## src/rtl/ntt_pkg.sv

```systemverilog
// Shared NTT constants and the modexp FSM state type.
package ntt_pkg;

  // Operand/result width and exponent width used by the twiddle datapath.
  localparam int NTT_W     = 64;
  localparam int NTT_EXP_W = 16;

  // Field modulus, primitive root and two-adicity of the NTT field.
  localparam logic [63:0] NTT_P     = 64'd4179340454199820289;
  localparam logic [63:0] NTT_OMEGA = 64'd68630377364883;
  localparam int          NTT_M     = 57;

  // Modular exponentiation sequencer states.
  typedef enum logic [2:0] {
    IDLE   = 3'd0,
    REDUCE = 3'd1,
    SQR    = 3'd2,
    MUL    = 3'd3,
    FIN    = 3'd4
  } modexp_state_e;

endpackage

```

## src/rtl/mod_mul_serial.sv

```systemverilog
// Bit-serial interleaved modular multiplier: p_out = (a * b) mod P.
// Requires a < P and P < 2^(W-1); b may be any W-bit value.
// A start pulse loads the operands; W iteration cycles follow, one bit of b
// each, MSB first. done is high in the last iteration cycle, W cycles after
// start, and p_out carries the final product combinationally in that cycle
// only, so the consumer captures it on the same clock edge.
module mod_mul_serial #(
  parameter int          W = 64,
  parameter logic [W-1:0] P = 64'd4179340454199820289
) (
  input  logic         clk,
  input  logic         rst,
  input  logic         start,
  input  logic [W-1:0] a,
  input  logic [W-1:0] b,
  output logic         done,
  output logic [W-1:0] p_out
);

  localparam int         CNT_W = $clog2(W + 1);
  localparam logic [W:0] P_EXT = {1'b0, P};

  logic [W-1:0]     a_q;
  logic [W-1:0]     b_q;
  logic [W-1:0]     acc_q;
  logic [CNT_W-1:0] cnt_q;
  logic             active_q;

  logic [W:0]   t_dbl;
  logic [W-1:0] t_dbl_r;
  logic [W-1:0] addend;
  logic [W:0]   t_add;
  logic [W-1:0] t_add_r;

  // One interleaved step: double, reduce, conditionally add a, reduce.
  always_comb begin
    t_dbl   = {acc_q, 1'b0};
    t_dbl_r = (t_dbl >= P_EXT) ? W'(t_dbl - P_EXT) : W'(t_dbl);
    addend  = b_q[W-1] ? a_q : '0;
    t_add   = {1'b0, t_dbl_r} + {1'b0, addend};
    t_add_r = (t_add >= P_EXT) ? W'(t_add - P_EXT) : W'(t_add);
  end

  assign done  = active_q && (cnt_q == CNT_W'(1));
  assign p_out = t_add_r;

  // Operand load on start, then one multiplier bit per cycle.
  always_ff @(posedge clk) begin
    if (rst) begin
      a_q      <= '0;
      b_q      <= '0;
      acc_q    <= '0;
      cnt_q    <= '0;
      active_q <= 1'b0;
    end else if (start) begin
      a_q      <= a;
      b_q      <= b;
      acc_q    <= '0;
      cnt_q    <= CNT_W'(W);
      active_q <= 1'b1;
    end else if (active_q) begin
      acc_q <= t_add_r;
      b_q   <= {b_q[W-2:0], 1'b0};
      cnt_q <= cnt_q - CNT_W'(1);
      if (cnt_q == CNT_W'(1)) begin
        active_q <= 1'b0;
      end
    end
  end

endmodule

```

## src/rtl/twiddle_modexp.sv

```systemverilog
// Square-and-multiply modular exponentiation: result = base^exp mod P.
// Handshake: start is sampled only while busy=0; an accepted start latches
// base and exp, busy rises the next cycle and stays high through the done
// cycle. done is a single-cycle pulse and result is valid from that cycle
// until the next done. start while busy=1 is dropped (no queueing).
// Every mulmod takes W+1 cycles and the exponent is scanned over all EXP_W
// bits, so latency depends only on popcount(exp).
module twiddle_modexp
  import ntt_pkg::*;
#(
  parameter int           W     = NTT_W,
  parameter int           EXP_W = NTT_EXP_W,
  parameter logic [W-1:0] P     = NTT_P
) (
  input  logic             clk,
  input  logic             rst,
  input  logic             start,
  input  logic [W-1:0]     base,
  input  logic [EXP_W-1:0] exp,
  output logic             busy,
  output logic             done,
  output logic [W-1:0]     result,
  output modexp_state_e    state_dbg
);

  localparam int           IDX_W = (EXP_W > 1) ? $clog2(EXP_W) : 1;
  localparam logic [W-1:0] ONE   = W'(1);

  modexp_state_e    state_q, state_d;
  logic             pend_q, pend_d;
  logic [W-1:0]     base_q, base_d;
  logic [EXP_W-1:0] exp_q, exp_d;
  logic [IDX_W-1:0] idx_q, idx_d;
  logic [W-1:0]     acc_q, acc_d;
  logic [W-1:0]     b_red_q, b_red_d;
  logic [W-1:0]     result_q, result_d;

  logic             mm_start;
  logic [W-1:0]     mm_a;
  logic [W-1:0]     mm_b;
  logic             mm_done;
  logic [W-1:0]     mm_p;

  mod_mul_serial #(
    .W (W),
    .P (P)
  ) u_mul (
    .clk   (clk),
    .rst   (rst),
    .start (mm_start),
    .a     (mm_a),
    .b     (mm_b),
    .done  (mm_done),
    .p_out (mm_p)
  );

  // State and datapath registers; reset aborts any operation in flight.
  always_ff @(posedge clk) begin
    if (rst) begin
      state_q  <= IDLE;
      pend_q   <= 1'b0;
      base_q   <= '0;
      exp_q    <= '0;
      idx_q    <= '0;
      acc_q    <= '0;
      b_red_q  <= '0;
      result_q <= '0;
    end else begin
      state_q  <= state_d;
      pend_q   <= pend_d;
      base_q   <= base_d;
      exp_q    <= exp_d;
      idx_q    <= idx_d;
      acc_q    <= acc_d;
      b_red_q  <= b_red_d;
      result_q <= result_d;
    end
  end

  // Sequencer: issue one mulmod per state visit, advance on its done.
  always_comb begin
    state_d  = state_q;
    pend_d   = pend_q;
    base_d   = base_q;
    exp_d    = exp_q;
    idx_d    = idx_q;
    acc_d    = acc_q;
    b_red_d  = b_red_q;
    result_d = result_q;
    mm_start = 1'b0;
    mm_a     = acc_q;
    mm_b     = acc_q;

    case (state_q)
      IDLE: begin
        pend_d = 1'b0;
        if (start) begin
          base_d  = base;
          exp_d   = exp;
          idx_d   = IDX_W'(EXP_W - 1);
          acc_d   = ONE;
          state_d = REDUCE;
        end
      end

      REDUCE: begin
        // 1 * base through the multiplier folds any W-bit base below P.
        mm_a = ONE;
        mm_b = base_q;
        if (!pend_q) begin
          mm_start = 1'b1;
          pend_d   = 1'b1;
        end else if (mm_done) begin
          b_red_d = mm_p;
          pend_d  = 1'b0;
          state_d = SQR;
        end
      end

      SQR: begin
        mm_a = acc_q;
        mm_b = acc_q;
        if (!pend_q) begin
          mm_start = 1'b1;
          pend_d   = 1'b1;
        end else if (mm_done) begin
          acc_d  = mm_p;
          pend_d = 1'b0;
          if (exp_q[idx_q]) begin
            state_d = MUL;
          end else if (idx_q == '0) begin
            result_d = mm_p;
            state_d  = FIN;
          end else begin
            idx_d   = idx_q - IDX_W'(1);
            state_d = SQR;
          end
        end
      end

      MUL: begin
        mm_a = acc_q;
        mm_b = b_red_q;
        if (!pend_q) begin
          mm_start = 1'b1;
          pend_d   = 1'b1;
        end else if (mm_done) begin
          acc_d  = mm_p;
          pend_d = 1'b0;
          if (idx_q == '0) begin
            result_d = mm_p;
            state_d  = FIN;
          end else begin
            idx_d   = idx_q - IDX_W'(1);
            state_d = SQR;
          end
        end
      end

      FIN: begin
        state_d = IDLE;
      end

      default: begin
        state_d = IDLE;
      end
    endcase
  end

  assign busy      = (state_q != IDLE);
  assign done      = (state_q == FIN);
  assign result    = result_q;
  assign state_dbg = state_q;

endmodule

```

## config.mk

```make
export PLATFORM = sky130hd
export DESIGN_NAME = twiddle_modexp
export DESIGN_NICKNAME = d
export VERILOG_FILES = /design/src/rtl/ntt_pkg.sv /design/src/rtl/mod_mul_serial.sv /design/src/rtl/twiddle_modexp.sv
export SDC_FILE = /design/constraint.sdc
export NUM_CORES = 1
export LEC_CHECK = 0
export BUFFER_PORTS_ARGS = -buffer_cell sky130_fd_sc_hd__buf_2
export CORE_MARGIN = 5
export CORE_UTILIZATION = 40
export DETAILED_ROUTE_END_ITERATION = 16
export GPL_ROUTABILITY_DRIVEN = 0
export PLACE_DENSITY = 0.58
export SETUP_SLACK_MARGIN = 0.05
export SYNTH_ARGS = -nofsm -noshare
export SYNTH_HDL_FRONTEND = slang
export SYNTH_SLANG_ARGS = --single-unit
```

## constraint.sdc

```tcl
create_clock -name clk -period 19.65 [get_ports clk]
set_clock_uncertainty 0.1 [all_clocks]
set_input_delay 1.965 -clock clk [delete_from_list [all_inputs] [get_ports clk]]
set_output_delay 1.965 -clock clk [all_outputs]
set_load 0.01 [all_outputs]
```

# After elaboration in Yosys (flattened, before gate mapping)
# Cells that the tools add are included.
[totals]
latchBits = 0
memories = 0
out_inout_bits = 69
rom_bits = 0
ramBits = 0
regBits = 480
[classes]
reduce_logical = 18
n_lt_le_gt_ge = 3
n_addsub = 5
bitwise_logic = 0
div_mod_pow = 0
shifts = 0
n_mul = 0
n_mux = 48
n_eq_ne = 15
[op_table]
columns = ["op", "n"]
rows = [
  ["64-bit 2-to-1 mux", 15],
  ["64-bit one-hot mux with 2 select lines", 3],
  ["65-bit by 62-bit greater-or-equal comparator with 1-bit output (second input constant)", 2],
  ["64-bit by 62-bit subtractor with 64-bit output (second input constant)", 2],
  ["64-bit by 64-bit adder with 65-bit output", 1],
  ["4-bit 2-to-1 mux", 7],
  ["3-bit 2-to-1 mux", 9],
  ["2-bit inequality test (second input constant)", 8],
  ["7-bit 2-to-1 mux", 2],
  ["7-bit AND reduction", 2],
  ["3-bit one-hot mux with 4 select lines", 1],
  ["4-bit one-hot mux with 3 select lines", 1],
  ["1-bit 2-to-1 mux", 8],
  ["2-bit nonzero test", 4],
  ["7-bit by 1-bit == test with 1-bit output (second input constant)", 1],
  ["7-bit by 1-bit subtractor with 7-bit output (second input constant)", 1],
  ["3-bit by 2-bit == test with 1-bit output (second input constant)", 2],
  ["6-bit AND reduction", 1],
  ["3-bit nonzero test", 2],
  ["4-bit by 5-bit less-than comparator with 1-bit output (second input constant)", 1],
  ["1-bit binary-select mux with 4-bit select", 1],
  ["4-bit logical NOT", 1],
  ["2-bit by 1-bit inequality test with 1-bit output (second input constant)", 2],
  ["4-bit AND reduction", 1],
  ["10 further kinds", 11],
]

# Logic depth before layout (Yosys ltp)
[depth]
ltp_word = 10
ltp_mapped = 35

# Hierarchy
# A second synthesis with hierarchy kept.
[unflattened]
cells_unflattened = 3703
hier_area_um2 = 27950.6
[by_module_without_submodules]
columns = ["module", "area_each_um2", "seq_area_each_um2", "cells_per_inst", "instances"]
rows = [
  ["mod_mul_serial", 16118.0, 4003.8, 2151, 1],
  ["twiddle_modexp", 11832.6, 5605.4, 1552, 1],
]

# Worst setup path after synthesis
# No wires, ideal clock.
[synth_timing]
kind = "register to register"
from = "reg u_mul.acc_q[9]"
to = "reg b_red_q[24]"
path_buffers = 8
arrival_ps = 8025
setup_slack_ps = 11389
path_stages_with_launch = 35
required_time_ps = 19414
cell_sequence = "dfxtp_1 or3_1 clkbuf_1 or4_1 or3_1 or3_1 clkbuf_1 nor4_1 nand3_1 a21oi_1 nor2_1 a2111o_1 buf_1 nand2_1 xnor2_1 ha_1 clkbuf_1 a21o_1 a21o_1 or3_1 a22oi_1 o2111ai_1 or3_1 clkbuf_1 nor3_2 nand4b_2 or4_1 o21ai_2 buf_4 and2_1 buf_6 buf_6 nor3_2 xnor2_1 a211oi_1"
[synth_via]
elab_chain_cells = 5
word_cells_on_any_way = 7
classes_between = "add/sub: 3; order compare: 2; mux: 2"
[synth_rtl]
columns = ["item", "line_no", "text"]
rows = [
  ["start, declared", "mod_mul_serial.sv:25", "logic [W-1:0] acc_q;"],
  ["start signal, assigned", "mod_mul_serial.sv:62", "acc_q <= t_add_r;"],
  ["64-bit by 62-bit subtractor with 64-bit output / 65-bit by 62-bit greater-or-equal comparator with 1-bit output (equally long branches)", "mod_mul_serial.sv:38", "t_dbl_r = (t_dbl >= P_EXT) ? W'(t_dbl - P_EXT) : W'(t_dbl);"],
  ["64-bit 2-to-1 mux (*)", "mod_mul_serial.sv:38", ""],
  ["64-bit by 64-bit adder with 65-bit output (*)", "mod_mul_serial.sv:40", "t_add = {1'b0, t_dbl_r} + {1'b0, addend};"],
  ["64-bit by 62-bit subtractor with 64-bit output / 65-bit by 62-bit greater-or-equal comparator with 1-bit output (equally long branches)", "mod_mul_serial.sv:41", "t_add_r = (t_add >= P_EXT) ? W'(t_add - P_EXT) : W'(t_add);"],
  ["64-bit 2-to-1 mux (*)", "mod_mul_serial.sv:41", ""],
  ["end signal, assigned", "twiddle_modexp.sv:75", "b_red_q <= b_red_d;"],
  ["end, declared", "twiddle_modexp.sv:35", "logic [W-1:0] b_red_q, b_red_d;"],
]
# Every way passes the cells marked *; elsewhere a longest branch is shown, timed or not.
# A chain may end at the register's enable or synchronous reset.

# Worst setup path after layout
[layout_timing]
from = "reg u_mul.acc_q[12]"
to = "reg result_q[29], in the netlist result[29]"
[layout_via]
elab_chain_cells = 10
word_cells_on_any_way = 14
classes_between = "add/sub: 3; order compare: 2; mux: 9"
[layout_rtl]
columns = ["item", "line_no", "text"]
rows = [
  ["64-bit by 62-bit subtractor with 64-bit output / 65-bit by 62-bit greater-or-equal comparator with 1-bit output (equally long branches)", "mod_mul_serial.sv:38", ""],
  ["64-bit 2-to-1 mux (*)", "mod_mul_serial.sv:38", ""],
  ["64-bit by 64-bit adder with 65-bit output (*)", "mod_mul_serial.sv:40", ""],
  ["64-bit by 62-bit subtractor with 64-bit output / 65-bit by 62-bit greater-or-equal comparator with 1-bit output (equally long branches)", "mod_mul_serial.sv:41", ""],
  ["64-bit 2-to-1 mux (*)", "mod_mul_serial.sv:41", ""],
  ["64-bit 2-to-1 mux (*)", "twiddle_modexp.sv:131, twiddle_modexp.sv:150", ""],
  ["64-bit 2-to-1 mux", "twiddle_modexp.sv:129", "if (exp_q[idx_q]) begin"],
  ["64-bit 2-to-1 mux", "twiddle_modexp.sv:126", "end else if (mm_done) begin"],
  ["64-bit 2-to-1 mux", "twiddle_modexp.sv:123", "if (!pend_q) begin"],
  ["64-bit one-hot mux with 2 select lines (*)", "twiddle_modexp.sv:94", "case (state_q)"],
  ["end signal, assigned", "twiddle_modexp.sv:76", "result_q <= result_d;"],
  ["end, declared", "twiddle_modexp.sv:36", "logic [W-1:0] result_q, result_d;"],
]
# Every way passes the cells marked *; elsewhere a longest branch is shown, timed or not. The select of a mux whose other input is x is not followed.

==> results.cfg <==
[worst_setup_path]
cp_slowest_stage_delay_ns = 1.00
crit_path_end_kind = flop
crit_top_cell = or3_1
critPathTopFamily = simple AND/OR/NAND/NOR gates
r2r_start = u_mul.acc_q[12]
crit_start = u_mul.acc_q[12]
path_class = reg -> reg
startpoint_type = flop
cp_data_required_time_ns = 19.96
worst-path-buf-inv = 0
crit_fanout = 32
slowest_stage = o41ai_1
critical_path_arrival_ns = 11.57

[finish]
nets = 3301
syn_to_final_growth_pct = 10.7
final_core_util_pct = 44.5
insertedDiodeCount = 0
register_area_sq_um = 9620
multi_input_area_sq_um = 15300
final.fill_count = 6431
layout-drive-gt1-share_pct = 10.2

[drt]
wl_per_cell_microns = 19.4
viasPerCell = 5.79
vias = 23400
drt-total-wl_mm = 78.3
ant_nets = 0
drtPass1Iterations = 5
drc = 0
drtIter0Drc = 1719

[cts]
ctsResizeCount = 0
cts_setup_buffers = 0
cts_buffers = 51
clock_latency_ns = 0.60
clkTransAtPathRegs_ns = 0.06
cts_tree = done
htreeDepth = 2
cts_max_path_buffers = 3
ctsHoldBuffers = 0
ctsRootBufferMaster = clkbuf_16
cts_sinks = 480

[timing]
rsz0062_at_grt = false
tightest_slew_ns = 1.11
max_freq_mhz = 88.8
min_period_ns = 11.26
period_share_pct = 57.3
slew_viol_final = 0
timing.setup.tns_ns = 0
slew_headroom_pct = 25.5
setup_violations = 0
finalHoldViolCount = 0

[global_routing]
globalRouteOverflowTotal = 0
grt_max_degree = 111
antenna_found_initial = 0
grt_pass1_wl_mm = 125
grt_usage_pct = 21.4
first_global_vias = 22400

[yosys]
ys_types = 87
synthArstFlopShare_pct = 0
synth_area_sq_um = 25800
synth_nets = 3312
synth.area.top_cells = dfxtp_1 37%, a211oi_1 8.1%, nand2_1 5.6%
synthTopCellsByCount = 480 x dfxtp_1, 383 x nand2_1, 365 x nor2_1, 278 x a211oi_1, 226 x a21oi_1
synth_most_common_cell = dfxtp_1
ys_seq_area_share_pct = 37.2
ys_ff_latch = 480
synth_top_area_cell = dfxtp_1
synth.avg_cell_area_sq_um = 8.19
synth_top_flop_cell = dfxtp_1
synthCells = 3158
synth_edf_count = 0
synth_top_area_share_pct = 37.2
ys_warn_count = 0

[floorplanning]
die_h_microns = 264
die_area_sq_um = 69800
die_w_microns = 264
ioPinCount = 152
rows = 93
core-area_sq_um = 64200
start_util_pct = 40.2

[pwr]
peakVddDrop_uv = 65.1
p_per_area_nw_per_um2 = 90.7
leakage_uw = 0.0104

[min_path]
min_path_type = reg -> reg
min_from = base_q[55]

[run_status]
outcome = finished clean

[placed_design]
place_hpwl_mm = 56.9
io_buffer_count = 151

[job]
drv_cap = 0
-- cell usage in the layout, fill, tap and decap left out, drive strengths merged, types with 24 or more instances in the layout --
| master | synthesis | routed |
|---|---|---|
| xnor2 | 91 | 91 |
| nand4 | 46 | 46 |
| dfxtp | 480 | 480 |
| and2 | 80 | 80 |
| mux2i | 140 | 140 |
| nand2 | 383 | 383 |
| nor3 | 85 | 85 |
| inv | 22 | 26 |
| clkbuf | 208 | 80 |
| nor4 | 36 | 36 |
| nand3 | 33 | 33 |
| nor2 | 365 | 365 |
| ha | 70 | 70 |
| or3 | 24 | 24 |
| a22o | 72 | 72 |
| a21oi | 228 | 228 |
| buf | 31 | 175 |
| xor2 | 70 | 70 |
| o21ai | 170 | 170 |
| a211oi | 285 | 285 |
-- sequential cells by signal, indices dropped and copies added (netlist names) --
register / flops
state_dbg: 3
idx_q: 4
result: 64
u_mul.b_q: 64
acc_q: 64
u_mul.acc_q: 64
exp_q: 16
base_q: 64
u_mul.cnt_q: 7
pend_q: 1
b_red_q: 64
u_mul.active_q: 1
u_mul.a_q: 64
-- report_power, final --
| part | internal, uW | total (uW) | switching, uW |
|---|---|---|---|
| Combinational | 192 | 614 | 422 |
| Sequential | 1010 | 1050 | 39.7 |
| Clock | 533 | 927 | 395 |
-- cell families after synthesis --
kind of cell	Yosys count	share of synthesized area, %
buffers and inverters	261	3.98
AO/OA/AOI/OAI	895	23.1
adder cells (fa/ha/maj)	71	3.47
multiplexers	149	6.03
flip-flops	480	37.2
AND/OR/NAND/NOR	1141	20.7
XOR/XNOR	161	5.54
-- worst register-to-register path, stage by stage, from the launching register on --
cell,delay (ns)
dfxtp_1,0.34
or3_1,0.42
or4_1,0.53
or3_1,0.39
or3_1,0.50
nor4_1,0.43
nand3_1,0.15
a21oi_1,0.24
nor2_1,0.11
a2111o_1,0.66
nand3_1,0.50
nor2_1,0.21
nand2_1,0.15
xnor2_1,0.07
ha_1,0.51
nand4_1,0.24
or3_1,0.43
o41ai_1,1.00
a31oi_1,0.35
o21ai_0,0.45
mux2i_1,0.12
a2111oi_0,0.65
o41a_1,0.66
and2_2,0.95
nor3_1,0.14
xnor2_1,0.62
a211oi_1,0.16
-- worst paths after layout --
path         cells after the start  slack (ns)          to
min reg2reg                      2        0.35  base_q[55]
max reg2reg                     26        8.39  result[29]
min                              2        0.35  base_q[55]
max                             26        8.39  result[29]
-- stage by stage --
| stage | instances | hold slack (ns) | setup slack [ns] | total power [uW] | area (sq um) |
|---|---|---|---|---|---|
| floorplan | 3158 | 0.333 | 11.39 | 1510 | 25800 |
| global placement | 3949 | 0.342 | 9.03 | 1670 | 27000 |
| detailed placement | 3949 | 0.347 | 8.55 | 1680 | 27000 |
| CTS | 4044 | 0.355 | 8.52 | 2610 | 28600 |
| global route | 4044 | 0.377 | 7.73 | 2720 | 28600 |
| finish | 4044 | 0.351 | 8.39 | 2600 | 28600 |
-- final cells by class --
cell class / count / share of cell area (%)
repair buffers: 175 / 3.31
flip-flops and latches: 480 / 33.6
clock inverters: 15 / 0.363
clock buffers: 80 / 5.31
multi-input cells: 2417 / 53.4
inverters: 22 / 0.289
well taps: 855 / 3.74
-- per-layer routing --
layer	global-route usage (%)	part of all wire [%]	vias to the layer above
li1	-	-	11300
met4	6.87	3.3	0
met3	3.60	6.2	158
met2	33.6	44	748
met5	0	0	-
met1	30.2	47	11200
Note: power is estimated with default switching activity, not from simulation.
